--- config.mk ---
export PLATFORM = sky130hd
export DESIGN_NAME = axis_bram_writer_flat
export DESIGN_NICKNAME = d
export VERILOG_FILES = /design/src/rtl/axis_bram_writer_if.sv /design/src/rtl/axis_bram_writer.sv /design/src/flat_wrapper.sv
export SDC_FILE = /design/constraint.sdc
export NUM_CORES = 1
export LEC_CHECK = 0
export CORE_MARGIN = 2
export CORE_UTILIZATION = 35
export DETAILED_ROUTE_END_ITERATION = 7
export GPL_TIMING_DRIVEN = 0
export PLACE_DENSITY = 0.72
export SETUP_SLACK_MARGIN = 0.4
export SYNTH_ARGS = -nofsm -noshare
export SYNTH_HDL_FRONTEND = slang
export SYNTH_SLANG_ARGS = --single-unit
--- constraint.sdc ---
create_clock -name s00_axis_aclk -period 2.6 [get_ports s00_axis_aclk]
set_input_delay 0.52 -clock s00_axis_aclk [delete_from_list [all_inputs] [get_ports s00_axis_aclk]]
set_output_delay 0.52 -clock s00_axis_aclk [all_outputs]
set_load 0.02 [all_outputs]
--- src/rtl/axis_bram_writer_if.sv ---
// rtl/axis_bram_writer_if.sv - AXI4-Stream beat bus carrying one nine-direction lattice pixel
interface axis_bram_writer_if #(
  parameter int DATA_WIDTH = 16
);
  localparam int TDATA_WIDTH = 9 * DATA_WIDTH;

  logic [TDATA_WIDTH-1:0]   tdata;
  logic [TDATA_WIDTH/8-1:0] tstrb;
  logic                     tvalid;
  logic                     tready;
  logic                     tlast;

  modport master (output tdata, tstrb, tvalid, tlast, input tready);
  modport slave  (input tdata, tstrb, tvalid, tlast, output tready);
endinterface

--- src/rtl/axis_bram_writer.sv ---
// rtl/axis_bram_writer.sv - receives a fixed-length pixel frame and writes it into nine BRAM lanes
module axis_bram_writer #(
  parameter int DATA_WIDTH    = 16,
  parameter int DEPTH         = 2500,
  parameter int ADDRESS_WIDTH = 12
) (
  input  logic                     s00_axis_aclk,
  input  logic                     s00_axis_aresetn,
  input  logic                     frame_start,
  axis_bram_writer_if.slave        s00_axis,
  output logic                     write_en,
  output logic [ADDRESS_WIDTH-1:0] write_addr,
  output logic [DATA_WIDTH-1:0]    n1,
  output logic [DATA_WIDTH-1:0]    null1,
  output logic [DATA_WIDTH-1:0]    ne1,
  output logic [DATA_WIDTH-1:0]    e1,
  output logic [DATA_WIDTH-1:0]    se1,
  output logic [DATA_WIDTH-1:0]    s1,
  output logic [DATA_WIDTH-1:0]    sw1,
  output logic [DATA_WIDTH-1:0]    w1,
  output logic [DATA_WIDTH-1:0]    nw1,
  output logic                     frame_done,
  output logic                     frame_error
);

  typedef enum logic [1:0] {IDLE, RECV, DONE} state_t;

  localparam logic [ADDRESS_WIDTH-1:0] LAST_BEAT = ADDRESS_WIDTH'(DEPTH - 1);

  state_t                   state;
  state_t                   state_nxt;
  logic [ADDRESS_WIDTH-1:0] beat_count;
  logic                     handshake;
  logic                     last_beat;
  logic                     beat_error;

  // tready comes straight from the registered state so there is no tvalid->tready path
  assign s00_axis.tready = (state == RECV);
  assign frame_done      = (state == DONE);

  assign handshake  = s00_axis.tvalid && (state == RECV);
  assign last_beat  = (beat_count == LAST_BEAT);
  // tlast must coincide exactly with the final beat; any partial strobe also flags the frame
  assign beat_error = (s00_axis.tlast != last_beat) || !(&s00_axis.tstrb);

  always_ff @(posedge s00_axis_aclk or negedge s00_axis_aresetn) begin
    if (!s00_axis_aresetn) begin
      state <= IDLE;
    end else begin
      state <= state_nxt;
    end
  end

  always_comb begin
    state_nxt = state;
    case (state)
      IDLE: if (frame_start) state_nxt = RECV;
      RECV: if (handshake && (last_beat || s00_axis.tlast)) state_nxt = DONE;
      DONE: state_nxt = IDLE;
      default: state_nxt = IDLE;
    endcase
  end

  always_ff @(posedge s00_axis_aclk or negedge s00_axis_aresetn) begin
    if (!s00_axis_aresetn) begin
      write_en    <= 1'b0;
      write_addr  <= '0;
      beat_count  <= '0;
      frame_error <= 1'b0;
      n1          <= '0;
      null1       <= '0;
      ne1         <= '0;
      e1          <= '0;
      se1         <= '0;
      s1          <= '0;
      sw1         <= '0;
      w1          <= '0;
      nw1         <= '0;
    end else begin
      write_en <= handshake;
      if (state == IDLE && frame_start) begin
        beat_count  <= '0;
        frame_error <= 1'b0;
      end
      if (handshake) begin
        write_addr <= beat_count;
        n1         <= s00_axis.tdata[8*DATA_WIDTH +: DATA_WIDTH];
        null1      <= s00_axis.tdata[7*DATA_WIDTH +: DATA_WIDTH];
        ne1        <= s00_axis.tdata[6*DATA_WIDTH +: DATA_WIDTH];
        e1         <= s00_axis.tdata[5*DATA_WIDTH +: DATA_WIDTH];
        se1        <= s00_axis.tdata[4*DATA_WIDTH +: DATA_WIDTH];
        s1         <= s00_axis.tdata[3*DATA_WIDTH +: DATA_WIDTH];
        sw1        <= s00_axis.tdata[2*DATA_WIDTH +: DATA_WIDTH];
        w1         <= s00_axis.tdata[1*DATA_WIDTH +: DATA_WIDTH];
        nw1        <= s00_axis.tdata[0 +: DATA_WIDTH];
        // Closing beat parks the counter at zero so it never reaches DEPTH
        if (last_beat || s00_axis.tlast) begin
          beat_count <= '0;
        end else begin
          beat_count <= beat_count + ADDRESS_WIDTH'(1);
        end
        if (beat_error) begin
          frame_error <= 1'b1;
        end
      end
    end
  end

endmodule
--- src/flat_wrapper.sv ---
// flat-port wrapper written by rule: the top's interface ports become plain ports
module axis_bram_writer_flat 
#(
  parameter int DATA_WIDTH    = 16,
  parameter int DEPTH         = 2500,
  parameter int ADDRESS_WIDTH = 12
)
  (s00_axis_aclk, s00_axis_aresetn, frame_start, write_en, write_addr, n1, null1, ne1, e1, se1, s1, sw1, w1, nw1, frame_done, frame_error, s00_axis_tdata, s00_axis_tstrb, s00_axis_tvalid, s00_axis_tlast, s00_axis_tready);
  axis_bram_writer_if #(.DATA_WIDTH(DATA_WIDTH)) s00_axis_i ();
  input  logic s00_axis_aclk;
  input  logic s00_axis_aresetn;
  input  logic frame_start;
  output logic write_en;
  output logic [ADDRESS_WIDTH-1:0] write_addr;
  output logic [DATA_WIDTH-1:0] n1;
  output logic [DATA_WIDTH-1:0] null1;
  output logic [DATA_WIDTH-1:0] ne1;
  output logic [DATA_WIDTH-1:0] e1;
  output logic [DATA_WIDTH-1:0] se1;
  output logic [DATA_WIDTH-1:0] s1;
  output logic [DATA_WIDTH-1:0] sw1;
  output logic [DATA_WIDTH-1:0] w1;
  output logic [DATA_WIDTH-1:0] nw1;
  output logic frame_done;
  output logic frame_error;
  input wire logic [$bits(s00_axis_i.tdata)-1:0] s00_axis_tdata;
  input wire logic [$bits(s00_axis_i.tstrb)-1:0] s00_axis_tstrb;
  input wire logic [$bits(s00_axis_i.tvalid)-1:0] s00_axis_tvalid;
  input wire logic [$bits(s00_axis_i.tlast)-1:0] s00_axis_tlast;
  output wire logic [$bits(s00_axis_i.tready)-1:0] s00_axis_tready;
  assign s00_axis_i.tdata = s00_axis_tdata;
  assign s00_axis_i.tstrb = s00_axis_tstrb;
  assign s00_axis_i.tvalid = s00_axis_tvalid;
  assign s00_axis_i.tlast = s00_axis_tlast;
  assign s00_axis_tready = s00_axis_i.tready;
  axis_bram_writer #(.DATA_WIDTH(DATA_WIDTH), .DEPTH(DEPTH), .ADDRESS_WIDTH(ADDRESS_WIDTH)) u_core (.s00_axis_aclk(s00_axis_aclk), .s00_axis_aresetn(s00_axis_aresetn), .frame_start(frame_start), .s00_axis(s00_axis_i), .write_en(write_en), .write_addr(write_addr), .n1(n1), .null1(null1), .ne1(ne1), .e1(e1), .se1(se1), .s1(s1), .sw1(sw1), .w1(w1), .nw1(nw1), .frame_done(frame_done), .frame_error(frame_error));
endmodule
* Word-level counts from Yosys, hierarchy flattened
Index checks and enable logic that the tools add are counted.
Widths: inputs -> output; s select.
** Storage, ports and cells
- Output and inout port bits :: 160
- Register bits :: 172
** Cells by class
- Muxes and demuxes :: 9
- $add $sub $neg :: 1
- Eq/ne operators :: 6
- Reductions and logical operators :: 10
** Operators with widths (number)
- $mux 12 :: 3
- $reduce_and 18->1 :: 1
- $add 12x1->12 const B :: 1
- $eq 12x12->1 const B :: 1
- $mux 2 :: 2
- $pmux 2 s2 :: 1
- $logic_and 1x1->1 :: 3
- $mux 1 :: 3
- $eq 2x1->1 const B :: 1
- $eq 2x2->1 const B :: 1
- $logic_not 2->1 :: 1
- $logic_or 1x1->1 :: 2
- $ne 2x1->1 const B :: 1
- $ne 2x2->1 const B :: 1
- $reduce_and 2->1 :: 1
- $reduce_bool 2->1 :: 1
- $logic_not 1->1 :: 1
- $ne 1x1->1 :: 1

* Logic depth before layout (Yosys ltp)
- Word-level depth :: 5
- Gate-level depth with buffers :: 9
- Mapped depth without buffers :: 8

* Worst setup path after synthesis
Ideal clock, no wire load.
- Path type :: register to register
- Start point :: register u_core.beat_count[0]
- End point :: register u_core.beat_count[6]
- Setup time :: 0.133 ns
- Data required time :: 2.467 ns
- Arrival time :: 1.675 ns
- Cell stages (with the launch flop) :: 10
- Path slack :: 0.792 ns
- Period minus slack after synthesis :: 1.808 ns
- Cell sequence :: dfrtp_1 ha_1 nor4bb_1 nand3_1 ha_1 nand4b_1 buf_2 a21oi_1 o21ai_0 o21ai_0
** On the way
- Word-level cells in the longest chain between the ends :: 4
** RTL lines
- start: declaration :: RTL line axis_bram_writer.sv:32 : logic [ADDRESS_WIDTH-1:0] beat_count;
- start signal: assignment :: RTL line axis_bram_writer.sv:100 : beat_count <= beat_count + ADDRESS_WIDTH'(1);
- parallel branches: the longest is 2 deep, another holds $add 12x1->12
- $mux 12 * :: RTL line axis_bram_writer.sv:97 : if (last_beat || s00_axis.tlast) begin
- $mux 12 * :: RTL line axis_bram_writer.sv:85 : if (handshake) begin
Every way passes the cells marked *.
A chain may end at the register's enable or synchronous reset.

* Worst setup path in the final report
- Start point :: register u_core.beat_count[0]
- End point :: register u_core.beat_count[5]
Same word-level chain as after synthesis.

==> impl_metrics.ini <==
[setup_path]
path_cells = ha_2 > nor4bb_1 > nand3_1 > ha_1 > nand4b_1 > clkbuf_4 > a21oi_1 > o21ai_0 > o21ai_1
crit_fanout = 10
cp.required_ps = 2890
crit_slowest_cell = dfrtp_2
endpoint_kind = flip-flop
ff2ff_path_depth = 9
criticalPathCategory = flip-flop to flip-flop
cp_data_arrival_time_ps = 2340
worstSetupStartpointType = flip-flop
cp_slowest_stage_delay_ps = 410

[drt]
wl_per_cell_um = 14.6
wl_um = 19900
wirelength_met1_um = 8160
ant_nets = 0
drc = 0
dr.pass1.iters = 4
wl_met2_um = 9740
highest_layer = met4
viasPerCell = 4.53
vias = 6153
wl_met3_um = 1560
drt-initial-drc-count = 227

[final_layout]
insertedDiodeCount = 0
final_area_um2 = 10900
utilization_pct = 58.2
fillers = 1688
multi_input_area_um2 = 2230
drive_above_1_share_pct = 5.97
num-nets-final = 1279
syn2layout_area_growth_pct = 62.4
stdcell_count = 1357
regArea_um2 = 4310

[placement]
hpwl_um = 14900
dpl_cell_area_um2 = 10300
port_buffers = 326
globalplace.congestion = 0.830
place_inst = 1322

[power_and_ir_drop]
p_clk_share_pct = 25.6
combPwrFrac_pct = 36.2
ir_worst_vdd_mv = 0.431
power_leakage_nw = 5.36
switchingPower_mw = 3.31
swShare_pct = 34.3
power.internal_mw = 6.35
seqPwrFrac_pct = 38.2
fin_total_pwr_mw = 9.67
p_per_area_nw_per_um2 = 885

[yosys]
synth_compound_area_share_pct = 2.92
syn_area_um2 = 6730
ys_ff_latch = 172
yosys_warnings = 0
synthMuxAreaShare_pct = 0
syn_nets = 930
ys_seq_area_share_pct = 64.0
synth_cell_types = 34
yosys.area_share.xor_xnor_pct = 0
syn_inst = 761
synthAdderAreaFrac_pct = 0.372
postSynthAreaPerCell_um2 = 8.84
synth_top_family_by_area = simple AND/OR/NAND/NOR gates
yosys.area_share.simple_pct = 29.7

[die]
coreArea_um2 = 18800
die-area_um2 = 20400
die_w_um = 143
die-height_um = 143
pin_count = 327
fp-row-count = 50
start_util_pct = 35.9

[clock_tree]
path_clk_slew_ps = 70
ctsHtreeMaxLevel = 4
cts-root-buf = clkbuf_16
cts_made_buffers = 17
cts_hold_buf = 0
numClockSinks = 172
tritoncts = built
clk_latency_ps = 420
clk_path_buf_depth = 2

[sta]
finalHoldViolations = 0
rsz0062_at_grt = no
post-route-period-util_pct = 78.8
fmax_mhz = 488
tightest_slew_ps = 654
setup_viol = 0
slew_headroom_pct = 56.4
slew_violations = 0
fin_crit_ps = 2050
hold_slack_ps = 77.1
finalClockSkew_ps = 9.99

[global_route]
grt_overflow = 0
antenna_found_initial = 0
grt_pass1_vias = 6064
grt_pass1_wl_um = 31000
grt_max_degree = 91
grt_use_total_pct = 19.3

[worst_hold_path]
hold_class = input pin to async pin

[outcome]
outcome = finished clean

[job]
maxCapViolCount = 0
layer usage:
| layer | up-vias | global-route usage (%) |
|---|---|---|
| met5 | - | 0 |
| met4 | 0 | 6.46 |
| met3 | 27 | 6.20 |
| met2 | 227 | 33.1 |
| met1 | 2842 | 23.1 |
| li1 | 3057 | - |
flip-flops by register name, summed over array words and instances, names as in the netlist, 2 cells and up:
register / flops
u_core.null1: 16
u_core.state: 2
u_core.n1: 16
u_core.ne1: 16
u_core.beat_count: 12
u_core.s1: 16
u_core.w1: 16
u_core.write_addr: 12
u_core.nw1: 16
u_core.e1: 16
u_core.sw1: 16
u_core.se1: 16
cell type report:
class,instances,share of cell area [%]
multi-input cells,545,20.4
clock buffers,20,4.09
clock inverters,12,1.19
flip-flops and latches,172,39.4
inverters,3,0.103
repair buffers,330,30.4
well taps,234,2.68
plain buffers,41,1.77
through the flow:
| stage | setup TNS [ps] | worst slack, ps |
|---|---|---|
| 6_report | 0 | 552 |
| 5_1_grt | 0 | 398 |
| 4_1_cts | 0 | 401 |
| 3_5_place_dp | 0 | 344 |
| 3_3_place_gp | -1070770 | -6240 |
| 2_1_floorplan | 0 | 792 |
repair_timing:
action,4_1_cts,5_1_grt
resized for setup,2,4
setup buffers,0,3
endpoints found under the setup margin,2,8
worst max-delay path, delay by kind of cell, from the launching register on:
family	cells	cell delay, ps
flops	1	410
simple gates	3	520
compound gates	3	310
buf+inv	1	230
fa+ha+maj	2	470
power groups by stage:
stage	Clock [mW]	Combinational (mW)	Sequential [mW]
global placement	0	3.48	3.72
floorplan	0	0.753	4.53
finish	2.48	3.50	3.69
CTS	2.54	3.54	3.69
detailed placement	0	3.53	3.74
global route	2.67	3.78	3.77
Yosys cell counts:
cell        n  area share, %
buf_4       2           0.22
a21o_1      1           0.11
nor4_1      1          0.093
buf_2      23            1.7
inv_2       1          0.056
nand4_1     4           0.37
nand3_1     7           0.52
o21ai_1     7           0.52
ha_1        2           0.37
clkbuf_1   13           0.73
nor3_1      1          0.074
a21oi_1     2           0.15
and4_1      2           0.26
nand4b_1    3           0.39
a22o_1      1           0.13
nand2_2     1          0.093
inv_1       2           0.11
buf_1       2           0.11
and3_1      2           0.19
a31oi_1     3           0.28
o21ai_0    14            1.0
and2_1      4           0.37
nor2b_4     1           0.20
nand2_1   473             26
o31ai_1     2           0.22
clkbuf_2    1          0.074
o22ai_1     1          0.093
nor2b_1     3           0.28
nor4bb_1    1           0.15
nand2b_1    1          0.093
a22oi_1     1           0.11
a41oi_1     2           0.26
dfrtp_1   172             64
nor2_1      5           0.28
final timing paths:
path / from / endpoint / slack [ps]
hold reg to reg: u_core.n1[13] / u_core.n1[13] / 470
max in group asynchronous: s00_axis_aresetn / u_core.state[1] / 1650
setup reg to reg: u_core.beat_count[0] / u_core.beat_count[5] / 550
setup / recovery: u_core.beat_count[0] / u_core.beat_count[5] / 550
min in group s00_axis_aclk: u_core.n1[13] / u_core.n1[13] / 470
hold / removal: s00_axis_aresetn / u_core.s1[3] / 80
placed cells by master, fill, tap and decap left out, types with 2 or more instances in the layout:
| master | n |
|---|---|
| a21oi_1 | 2 |
| a31oi_1 | 3 |
| a41oi_1 | 2 |
| and2_1 | 4 |
| and3_1 | 2 |
| and4_1 | 2 |
| buf_1 | 2 |
| buf_2 | 22 |
| buf_4 | 5 |
| clkbuf_1 | 15 |
| clkbuf_16 | 17 |
| clkdlybuf4s50_1 | 323 |
| clkinv_4 | 3 |
| clkinvlp_4 | 3 |
| dfrtp_1 | 170 |
| dfrtp_2 | 2 |
| inv_1 | 2 |
| inv_6 | 2 |
| inv_8 | 3 |
| nand2_1 | 473 |
| nand3_1 | 7 |
| nand4_1 | 4 |
| nand4b_1 | 3 |
| nor2_1 | 5 |
| nor2b_1 | 3 |
| o21ai_0 | 14 |
| o21ai_1 | 7 |
| o31ai_1 | 2 |
logic make-up (layout without fill, tap and decap cells):
kind of cell               count (synthesis)  after routing
DFF                                      172            172
and+or+nand+nor                          509            509
AOI/OAI and AO/OA                         34             34
buffers and inverters                     44            406
adders and majority gates                  2              2
Power figures use the tool's default switching activity.
